`config.mk`:
```
export PLATFORM = sky130hd
export DESIGN_NAME = l2_req_gen
export DESIGN_NICKNAME = d
export VERILOG_FILES = /design/src/rtl/l2_req_gen.sv
export SDC_FILE = /design/constraint.sdc
export NUM_CORES = 1
export LEC_CHECK = 0
export ABC_AREA = 0
export ABC_CLOCK_PERIOD_IN_PS = 5800
export CAP_MARGIN = 20
export CELL_PAD_IN_SITES_DETAIL_PLACEMENT = 1
export CELL_PAD_IN_SITES_GLOBAL_PLACEMENT = 1
export CORE_ASPECT_RATIO = 1.75
export CORE_MARGIN = 2
export CORE_UTILIZATION = 42
export DETAILED_ROUTE_END_ITERATION = 8
export PLACE_DENSITY = 0.77
export SLEW_MARGIN = 0
export SYNTH_ARGS = -nofsm -noshare
export SYNTH_HDL_FRONTEND = slang
export SYNTH_SLANG_ARGS = --single-unit
```
`constraint.sdc`:
```
create_clock -name clk -period 5.8 [get_ports clk]
set_clock_uncertainty 0.2 [all_clocks]
set_input_delay 1.16 -clock clk [delete_from_list [all_inputs] [get_ports clk]]
set_output_delay 1.16 -clock clk [all_outputs]
set_load 0.05 [all_outputs]
```
`src/rtl/l2_req_gen.sv`:
```
// ----------------------------------------------------------------------------
// l2_req_gen
//
// Turns one-cacheline fetch requests from l2_stream_ptr into OpenCAPI 3.0 read
// commands, tracks their completions (which may arrive out of order) and hands
// them back to l2_stream_ptr strictly in issue order.
//
// A stream is described by a base effective address and a length in
// cachelines. Each accepted request produces one read command at
// base + issued*cl_bytes. Its tag comes from a circular tail pointer. Responses
// set a per-tag done bit. A head pointer releases the oldest command once its
// done bit is set, which restores issue order.
//
// Ports
//   clk, reset                    clock, asynchronous active-low reset
//   i_cfg_v/i_cfg_r               stream configuration handshake
//   i_cfg_base, i_cfg_ncl         stream base EA (cacheline aligned), length
//   i_req_v/i_req_r               one-cacheline fetch request
//   o_cmd_v/o_cmd_r               OpenCAPI read command handshake
//   o_cmd_ea, o_cmd_tag           command effective address and tag
//   i_rsp_v/i_rsp_r, i_rsp_tag    OpenCAPI read completion (any order)
//   o_rsp_v/o_rsp_r, o_rsp_tag    in-order completion to l2_stream_ptr
//   o_err                         sticky flag: unexpected response tag seen
// ----------------------------------------------------------------------------
module l2_req_gen #(
    parameter int max_out   = 16,
    parameter int tag_width = $clog2(max_out),
    parameter int cl_bytes  = 128
) (
    input  logic                 clk,
    input  logic                 reset,

    input  logic                 i_cfg_v,
    output logic                 i_cfg_r,
    input  logic [63:0]          i_cfg_base,
    input  logic [31:0]          i_cfg_ncl,

    input  logic                 i_req_v,
    output logic                 i_req_r,

    output logic                 o_cmd_v,
    input  logic                 o_cmd_r,
    output logic [63:0]          o_cmd_ea,
    output logic [tag_width-1:0] o_cmd_tag,

    input  logic                 i_rsp_v,
    output logic                 i_rsp_r,
    input  logic [tag_width-1:0] i_rsp_tag,

    output logic                 o_rsp_v,
    input  logic                 o_rsp_r,
    output logic [tag_width-1:0] o_rsp_tag,

    output logic                 o_err
);

    // The outstanding counter must be able to hold max_out itself.
    localparam int                   CNT_W      = $clog2(max_out + 1);
    localparam logic [CNT_W-1:0]     OUT_MAX    = CNT_W'(max_out);
    localparam logic [CNT_W-1:0]     CNT_ONE    = CNT_W'(1);
    localparam logic [tag_width-1:0] TAG_LAST   = tag_width'(max_out - 1);
    localparam logic [tag_width-1:0] TAG_ONE    = tag_width'(1);
    localparam logic [63:0]          LINE_BYTES = 64'(cl_bytes);

    typedef enum logic [1:0] {
        ST_IDLE = 2'd0,
        ST_RUN  = 2'd1,
        ST_DONE = 2'd2
    } state_t;

    state_t                 r_state;
    state_t                 w_state_nxt;

    logic                   r_alive;
    logic [63:0]            r_base;
    logic [31:0]            r_ncl;
    logic [31:0]            r_issued;
    logic [tag_width-1:0]   r_tail;
    logic [tag_width-1:0]   r_head;
    logic [CNT_W-1:0]       r_outstanding;
    logic [max_out-1:0]     r_done;

    logic                   r_cmd_v;
    logic [63:0]            r_cmd_ea;
    logic [tag_width-1:0]   r_cmd_tag;
    logic                   r_err;

    logic                   w_cfg_r;
    logic                   w_req_r;
    logic                   w_cfg_fire;
    logic                   w_req_fire;
    logic                   w_retire;
    logic [tag_width-1:0]   w_rsp_rel;
    logic                   w_in_flight;
    logic                   w_rsp_ok;
    logic                   w_rsp_err;
    logic [63:0]            w_issue_ea;
    logic [tag_width-1:0]   w_tail_nxt;
    logic [tag_width-1:0]   w_head_nxt;

    // ------------------------------------------------------------------------
    // Handshake decode and response classification.
    // A tag is in flight when its distance from head is below the outstanding
    // count. A response outside that window, or one whose done bit is already
    // set, is flagged as an error and otherwise ignored. Retiring needs
    // done[head]=1, so a response for head in the retire cycle is always a
    // duplicate. Updates to done[] in the same cycle therefore never collide.
    // ------------------------------------------------------------------------
    always_comb begin
        w_cfg_fire  = i_cfg_v & w_cfg_r;
        w_req_fire  = i_req_v & w_req_r;
        w_retire    = r_done[r_head] & o_rsp_r;
        w_rsp_rel   = i_rsp_tag - r_head;
        w_in_flight = (CNT_W'(w_rsp_rel) < r_outstanding);
        w_rsp_ok    = r_alive & i_rsp_v & w_in_flight & ~r_done[i_rsp_tag];
        w_rsp_err   = r_alive & i_rsp_v & ~(w_in_flight & ~r_done[i_rsp_tag]);
        w_issue_ea  = r_base + (64'(r_issued) * LINE_BYTES);
        w_tail_nxt  = (r_tail == TAG_LAST) ? '0 : r_tail + TAG_ONE;
        w_head_nxt  = (r_head == TAG_LAST) ? '0 : r_head + TAG_ONE;
    end

    // ------------------------------------------------------------------------
    // FSM state register.
    // ------------------------------------------------------------------------
    always_ff @(posedge clk or negedge reset) begin
        if (!reset) begin
            r_state <= ST_IDLE;
        end else begin
            r_state <= w_state_nxt;
        end
    end

    // ------------------------------------------------------------------------
    // FSM next state. A configuration takes priority. A zero-length stream
    // goes straight to DONE from any state. Otherwise the stream runs until
    // every requested cacheline has been issued.
    // ------------------------------------------------------------------------
    always_comb begin
        w_state_nxt = r_state;
        if (w_cfg_fire) begin
            w_state_nxt = (i_cfg_ncl == 32'd0) ? ST_DONE : ST_RUN;
        end else if ((r_state == ST_RUN) && (r_issued == r_ncl)) begin
            w_state_nxt = ST_DONE;
        end
    end

    // ------------------------------------------------------------------------
    // FSM outputs (ready signals).
    // A new configuration is only taken once the pipe is completely empty.
    // While a configuration is being accepted, requests are held off in the
    // same cycle so the new stream starts from a clean count. r_alive keeps
    // every ready low until the first clock edge after reset.
    // ------------------------------------------------------------------------
    always_comb begin
        w_cfg_r = r_alive & (r_outstanding == '0) & ~r_cmd_v;
        w_req_r = (r_state == ST_RUN)
                & (r_issued < r_ncl)
                & (r_outstanding < OUT_MAX)
                & (~r_cmd_v | o_cmd_r)
                & ~(i_cfg_v & w_cfg_r);
    end

    // ------------------------------------------------------------------------
    // Stream bookkeeping: base/length, issue count and the tag ring pointers.
    // ------------------------------------------------------------------------
    always_ff @(posedge clk or negedge reset) begin
        if (!reset) begin
            r_alive  <= 1'b0;
            r_base   <= '0;
            r_ncl    <= '0;
            r_issued <= '0;
            r_tail   <= '0;
            r_head   <= '0;
        end else begin
            r_alive <= 1'b1;
            if (w_cfg_fire) begin
                r_base   <= i_cfg_base;
                r_ncl    <= i_cfg_ncl;
                r_issued <= '0;
                r_tail   <= '0;
                r_head   <= '0;
            end else begin
                if (w_req_fire) begin
                    r_issued <= r_issued + 32'd1;
                    r_tail   <= w_tail_nxt;
                end
                if (w_retire) begin
                    r_head <= w_head_nxt;
                end
            end
        end
    end

    // ------------------------------------------------------------------------
    // Command output register. A new command can load in the same cycle the
    // previous one is taken. Otherwise the command holds until o_cmd_r.
    // ------------------------------------------------------------------------
    always_ff @(posedge clk or negedge reset) begin
        if (!reset) begin
            r_cmd_v   <= 1'b0;
            r_cmd_ea  <= '0;
            r_cmd_tag <= '0;
        end else if (w_req_fire) begin
            r_cmd_v   <= 1'b1;
            r_cmd_ea  <= w_issue_ea;
            r_cmd_tag <= r_tail;
        end else if (o_cmd_r) begin
            r_cmd_v   <= 1'b0;
        end
    end

    // ------------------------------------------------------------------------
    // Outstanding count: from request acceptance to in-order retire. An issue
    // and a retire in the same cycle cancel out.
    // ------------------------------------------------------------------------
    always_ff @(posedge clk or negedge reset) begin
        if (!reset) begin
            r_outstanding <= '0;
        end else begin
            case ({w_req_fire, w_retire})
                2'b10:   r_outstanding <= r_outstanding + CNT_ONE;
                2'b01:   r_outstanding <= r_outstanding - CNT_ONE;
                default: r_outstanding <= r_outstanding;
            endcase
        end
    end

    // ------------------------------------------------------------------------
    // Completion scoreboard and sticky error flag.
    // ------------------------------------------------------------------------
    always_ff @(posedge clk or negedge reset) begin
        if (!reset) begin
            r_done <= '0;
            r_err  <= 1'b0;
        end else begin
            if (w_retire) begin
                r_done[r_head] <= 1'b0;
            end
            if (w_rsp_ok) begin
                r_done[i_rsp_tag] <= 1'b1;
            end
            if (w_rsp_err) begin
                r_err <= 1'b1;
            end
        end
    end

    assign i_cfg_r   = w_cfg_r;
    assign i_req_r   = w_req_r;
    assign i_rsp_r   = r_alive;
    assign o_cmd_v   = r_cmd_v;
    assign o_cmd_ea  = r_cmd_ea;
    assign o_cmd_tag = r_cmd_tag;
    assign o_rsp_v   = r_done[r_head];
    assign o_rsp_tag = r_head;
    assign o_err     = r_err;

endmodule
```
==> results of run 1 <==
## metrics by stage
| stage | std cells | utilization [%] | setup WS [ns] | hold slack [ns] |
|---|---|---|---|---|
| after global routing | 1981 | 52.6 | 0.634 | 0.296 |
| final | 1981 | 52.6 | 0.801 | 0.267 |
| after detailed placement | 1940 | 50.0 | 0.935 | 0.256 |
| after floorplan | 1423 | - | 1.49 | 0.235 |
| after global placement | 1940 | 50.0 | 1.07 | 0.247 |
| after CTS | 1981 | 52.6 | 0.764 | 0.270 |
## synth_stat cells, types with 3 or more instances
library cell,count
ha_1,80
and4_1,9
o31ai_1,5
mux4_2,9
a31o_2,3
o21a_1,4
dfrtp_1,230
nor4_1,20
a21o_1,30
a41o_1,4
fa_1,3
o211ai_1,4
a22o_1,9
o311ai_0,3
a32o_1,3
clkbuf_1,51
nand2_1,352
nor2_1,62
nor3_1,22
nand2b_1,12
nand4_1,32
mux2i_1,8
mux2_2,12
a21oi_1,53
and2_1,8
nand3_1,26
buf_2,5
inv_1,71
xor2_1,31
a211oi_1,6
o21bai_1,6
and3_1,13
or3_1,5
xnor2_1,47
nor2b_1,8
o21ai_0,127
a31oi_1,10
## registers in the layout, summed over array words and instances (netlist names), 2 cells and up
name	cells
r_base	64
r_done	16
r_state	2
r_issued	32
r_ncl	32
r_outstanding	5
o_rsp_tag	4
o_cmd_ea	64
r_tail	4
o_cmd_tag	4
## area by class of cell
class | count | area (um^2)
well taps | 387 | 484
flip-flops and latches | 230 | 5760
inverters | 71 | 267
fillers | 3500 | 14300
multi-input cells | 1061 | 6590
clock buffers | 36 | 717
repair buffers | 191 | 1920
clock inverters | 5 | 57.6
## worst max-delay path: stages, from the launching register on
cell and delay [ns]:
dfrtp_1 0.45, ha_1 0.32, a21o_1 0.16, a21o_1 0.17
a21o_1 0.18, a221o_1 0.35, a211oi_2 0.35, o21a_1 0.25
clkdlybuf4s50_1 0.85
## report_power, final
group | switching, mW | internal, mW
combinational | 2.06 | 1.23
clock | 0.654 | 0.896
sequential | 0.517 | 2.25
total | 3.23 | 4.37
## metal layers
metal	part of all wire (%)	vias to the layer above	global-route usage [%]
li1	-	5216	-
met4	3.7	4	9.12
met2	54	215	44.8
met3	4.0	77	3.55
met1	38	5356	26.5
met5	0.074	-	0
## cell families (layout without fill, tap and decap cells)
family,count (synthesis),after routing,synth area share (%)
and+or+nand+nor,581,581,20.2
AOI/OAI and AO/OA,288,288,13.8
DFF,230,230,44.8
buffers and inverters,132,303,4.05
adders and majority gates,83,83,8.26
xor gates and xnor gates,78,78,5.32
muxes,30,30,3.46
other,1,1,0.0292
## how the worst min path moves through the flow
stage | slack [ns] | start | end | cells after the start
6_report | 0.27 | r_base[1] | r_base[1] | 2
5_1_grt | 0.30 | r_base[4] | r_base[4] | 2
3_3_place_gp | 0.25 | r_base[4] | r_base[4] | 2
4_1_cts | 0.27 | r_base[1] | r_base[1] | 2
3_5_place_dp | 0.26 | r_base[1] | r_base[1] | 2
2_1_floorplan | 0.23 | r_base[0] | r_base[0] | 2
==> impl_metrics.env, run 1 <==
export IMPL_track_usage_pct=23.9
export IMPL_die_area_um2=32000
export IMPL_numClockSinks=230
export IMPL_crit_arrival_ns=3.64
export IMPL_die_h_um=235
export IMPL_vias=10868
export IMPL_drtAntennaViolNets=0
export IMPL_areaGrowthSynthToFinish_pct=23.0
export IMPL_hold_viol_final=0
export IMPL_status="finished clean"
export IMPL_drtPass1Iterations=4
export IMPL_grt_pass1_vias=11610
export IMPL_grt_max_degree=132
export IMPL_cts_tree="built"
export IMPL_peakVddDrop_v=0.000292
export IMPL_coreArea_um2=30100
export IMPL_rr_endpoint="o_cmd_ea[59]"
export IMPL_htree_levels=1
export IMPL_cap_viol_max_count=0
export IMPL_p_leak_nw=7.30
export IMPL_diodes=0
export IMPL_path_max_fanout=7
export IMPL_fmax_mhz=200
export IMPL_io_buffer_count=184
export IMPL_synth_cell_types=67
export IMPL_cts_buffers=25
export IMPL_rsz0062_at_grt="false"
export IMPL_relSlewSlack_pct=28.0
export IMPL_hpwl_mm=27.7
export IMPL_antenna_found_initial=2
export IMPL_insertion_delay_ns=0.55
export IMPL_r2r_start="r_issued[0]"
export IMPL_yosys_area_top_type="dfrtp_1"
export IMPL_crit_start="r_issued[21]"
export IMPL_drt_initial_drc_count=344
export IMPL_ys_warn_count=0
export IMPL_setup_tns_ns=0
export IMPL_rows=84
export IMPL_synth_edf_count=0
export IMPL_ioPinCount=185
export IMPL_period_share_pct=86.2
export IMPL_syn_num_nets=1613
export IMPL_grt_overflow=0
export IMPL_wl_mm=37.6
export IMPL_p_total_mw=7.60
export IMPL_synth_async_sr_flop_share_pct=100
export IMPL_mostFrequentLayoutCells="352 x nand2_1, 230 x dfrtp_1, 183 x clkdlybuf4s50_1"
export IMPL_syn_area_um2=12800
export IMPL_fin_crit_ns=5.00
export IMPL_wire_per_inst_um=19.0
export IMPL_critPathKind="flip-flop to output pin"
export IMPL_gp_congestion=0.851
export IMPL_clkTransAtPathRegs_ns=0.07
export IMPL_synth_seq_cells=230
export IMPL_final_nets=1770
export IMPL_final_common_cell="nand2_1"
export IMPL_placed_area_um2=15000
export IMPL_setup_viol=0
export IMPL_fin_area_um2=15800
export IMPL_synth_area_leaders="dfrtp_1 45%, nand2_1 10%, ha_1 7.8%, o21ai_0 4.9%, xnor2_1 3.2%"
export IMPL_synthFlopType="dfrtp_1"
export IMPL_syn_inst=1423
export IMPL_slew_violations=0
export IMPL_p_per_area_nw_per_um2=481
export IMPL_cts_resized_gates=0
export IMPL_detail_route_vias_per_cell=5.49
export IMPL_rrSetupSlack_ns=1.42
export IMPL_worst_pin_slew_ns=1.05
export IMPL_cts_buffer_depth=3
export IMPL_die_x_um=136
export IMPL_start_kind="flip-flop"
export IMPL_cts_setup_buffers=0
export IMPL_avgSynthCellArea_um2=9.02
export IMPL_drive_gt1_share_pct=4.96
export IMPL_cp_endpoint="i_req_r"
export IMPL_cts_hold_buf=0
export IMPL_grt_pass1_wl_mm=60.6
export IMPL_initial_utilization_pct=42.7
export IMPL_ys_seq_area_share_pct=44.8
export IMPL_end_kind="output pin"
export IMPL_root_buffer="clkbuf_16"
export IMPL_hold_path_class="flip-flop to flip-flop"
export IMPL_r2r_cells=12
export IMPL_synth_top_area_share_pct=44.8
export IMPL_drc_errors=0
export IMPL_required_ns=4.44
No activity file was read; power rests on OpenSTA's default activity.
==> run 2, diff against run 1 <==
Settings changed: ABC_AREA 0 to 1, CORE_UTILIZATION 42 to 41, PLACE_DENSITY 0.77 to 0.78.
==> run 2 against run 1 <==
Clock-buffer cell count is 6 lower. Synthesized cell count rose by 61%. Non-clock buffer count increased by 4. Power decreased by 6.3%. Via count rose by 41%. Largest cell class unchanged.
==> impl_metrics.env, run 2 <==
export IMPL_period_share_pct=82.4
export IMPL_crit_arrival_ns=3.42
export IMPL_clkTransAtPathRegs_ns=0.07
export IMPL_p_per_area_nw_per_um2=385
export IMPL_final_cells=2951
export IMPL_relSlewSlack_pct=44.7
export IMPL_worst_pin_slew_ns=0.830
export IMPL_synthFlopType="dfrtp_1"
export IMPL_synth_mux_area_fraction_pct=0
export IMPL_holdWs_ns=0.267
export IMPL_syn_inst=2292
export IMPL_coreArea_um2=36900
export IMPL_synth_area_leaders="dfrtp_1 37%, nand2_1 23%, inv_1 8.5%, ha_1 6.5%, nand3_1 4.9%"
export IMPL_cts_hold_buf=0
export IMPL_syn_area_um2=15400
export IMPL_avgSynthCellArea_um2=6.70
export IMPL_vias=15375
export IMPL_rsz0062_at_grt="false"
export IMPL_mostFrequentLayoutCells="922 x nand2_1, 349 x inv_1, 230 x dfrtp_1"
export IMPL_track_usage_pct=29.8
export IMPL_yosys_area_top_type="dfrtp_1"
export IMPL_fin_area_um2=18500
export IMPL_detail_route_vias_per_cell=5.21
export IMPL_cts_tree="built"
export IMPL_grt_pass1_wl_mm=89.4
export IMPL_synth_async_sr_flop_share_pct=100
export IMPL_synthSimpleGateAreaFrac_pct=35.3
export IMPL_setup_viol=0
export IMPL_wire_per_inst_um=19.5
export IMPL_cts_buffers=24
export IMPL_setup_tns_ns=0
export IMPL_die_area_um2=39100
export IMPL_syn_num_nets=2482
export IMPL_ys_warn_count=0
export IMPL_path_delay_family="buffers and inverters"
export IMPL_pre_cts_ws_ns=1.04
export IMPL_placed_cells=2907
export IMPL_synth_seq_cells=230
export IMPL_initial_utilization_pct=41.6
export IMPL_cap_viol_max_count=0
export IMPL_required_ns=4.44
export IMPL_antenna_found_initial=1
export IMPL_insertion_delay_ns=0.56
export IMPL_io_buffer_count=184
export IMPL_drtPass1Iterations=4
export IMPL_grt_max_degree=96
export IMPL_cts_setup_buffers=0
export IMPL_drtAntennaViolNets=0
export IMPL_yosysMostFrequentCell="nand2_1"
export IMPL_synth_top_family_by_area="simple AND/OR/NAND/NOR gates"
export IMPL_die_h_um=260
export IMPL_fmax_mhz=209
export IMPL_die_x_um=150
export IMPL_p_total_mw=7.12
export IMPL_start_kind="input port"
export IMPL_final_nets=2648
export IMPL_post_route_util_pct=50.1
export IMPL_grt_pass1_vias=16959
export IMPL_numClockSinks=230
export IMPL_yosys_area_share_adder_pct=6.91
export IMPL_status="finished clean"
export IMPL_grt_overflow=0
export IMPL_synth_compound_area_share_pct=6.35
export IMPL_ys_seq_area_share_pct=37.5
export IMPL_synth_top_area_share_pct=37.5
export IMPL_path_max_fanout=2
export IMPL_drc_errors=0
export IMPL_critPathBufInv=4
export IMPL_hpwl_mm=45.7
export IMPL_areaGrowthSynthToFinish_pct=20.3
export IMPL_drt_initial_drc_count=550
export IMPL_hold_path_class="flip-flop to flip-flop"
export IMPL_htree_levels=1
export IMPL_wl_mm=57.7
export IMPL_root_buffer="clkbuf_16"
export IMPL_gp_congestion=0.949
export IMPL_synth_edf_count=0
export IMPL_peakVddDrop_v=0.000276
export IMPL_fin_crit_ns=4.78
export IMPL_p_leak_nw=9.84
export IMPL_slew_violations=0
export IMPL_netlist_top_cells_count="923 x nand2_1, 349 x inv_1, 230 x dfrtp_1, 155 x nor2_1, 149 x nand3_1"
export IMPL_critPathKind="input port to output pin"
export IMPL_placed_area_um2=17600
export IMPL_ioPinCount=185
export IMPL_hold_viol_final=0
export IMPL_slowest_delay_ns=0.79
export IMPL_final_common_cell="nand2_1"
export IMPL_end_kind="output pin"
export IMPL_worst_slack_ns=1.02
export IMPL_synth_xor_area_share_pct=3.48
export IMPL_cts_buffer_depth=3
export IMPL_cts_resized_gates=0
export IMPL_cpMaxStageDelayCell="clkdlybuf4s50_1"
export IMPL_drive_gt1_share_pct=2.83
export IMPL_synth_cell_types=37
export IMPL_fill_cells=4802
export IMPL_crit_chain="clkdlybuf4s50_1 > inv_1 > nand2_1 > nand4_1 > nor2_1 > nand3_1 > nor2_2 > nand2_1 > inv_1 > clkdlybuf4s50_1"
export IMPL_rows=93
==> run 2: final cells by class <==
type,instances,area [um^2],area share (%)
well taps,475,594,3.22
clock buffers,30,664,3.60
diodes,1,2.50,0.0135
inverters,351,1320,7.13
flip-flops and latches,230,5760,31.2
clock inverters,13,195,1.06
multi-input cells,1656,8010,43.3
repair buffers,195,1940,10.5
==> run 2: worst paths after layout <==
path | startpoint | endpoint | slack, ns | cells after the start
setup / recovery | o_cmd_r | i_req_r | 1.02 | 10
hold / removal | r_base[4] | o_cmd_ea[4] | 0.27 | 2
setup reg to reg | o_rsp_tag[0] | r_outstanding[4] | 1.57 | 16
hold reg to reg | r_base[4] | o_cmd_ea[4] | 0.27 | 2
max in group asynchronous | reset | r_issued[24] | 3.70 | 2
min in group asynchronous | reset | o_cmd_ea[55] | 0.40 | 1
==> run 2: worst register-to-register path: stages, from the launching register on <==
cell and delay [ns]:
dfrtp_1 0.73, clkinv_1 0.47, o21ai_0 0.30, o21ai_0 0.13, nand2_1 0.09, nand4_1 0.17
nand2_2 0.33, inv_1 0.21, ha_1 0.32, fa_1 0.43, a21oi_1 0.18, nor2_1 0.06
nor2_1 0.09, inv_1 0.06, a21oi_1 0.11, o21ai_0 0.12, xnor2_1 0.14
==> run 2: cells by family (layout without fill, tap and decap cells) <==
kind of cell | after synthesis | in the layout
flops | 230 | 230
fa+ha+maj | 83 | 83
compound gates | 187 | 187
buf+inv | 406 | 589
xor+xnor | 61 | 61
other cells | 1 | 2
simple gates | 1324 | 1324
==> run 2: metal layers <==
metal	GRT usage (%)	share of wire [%]	vias to the layer above
met5	0	0	-
met4	23.4	8.8	0
met3	2.44	2.5	182
met2	57.6	55	348
met1	27.9	34	7421
li1	-	-	7424
==> run 2: report_power, final <==
part | internal [mW] | switching (mW) | leakage, nW | total (mW)
Combinational | 0.975 | 1.86 | 6.41 | 2.84
Sequential | 2.07 | 0.476 | 3.02 | 2.55
Clock | 1.03 | 0.706 | 0.420 | 1.74
Total | 4.08 | 3.04 | 9.84 | 7.12
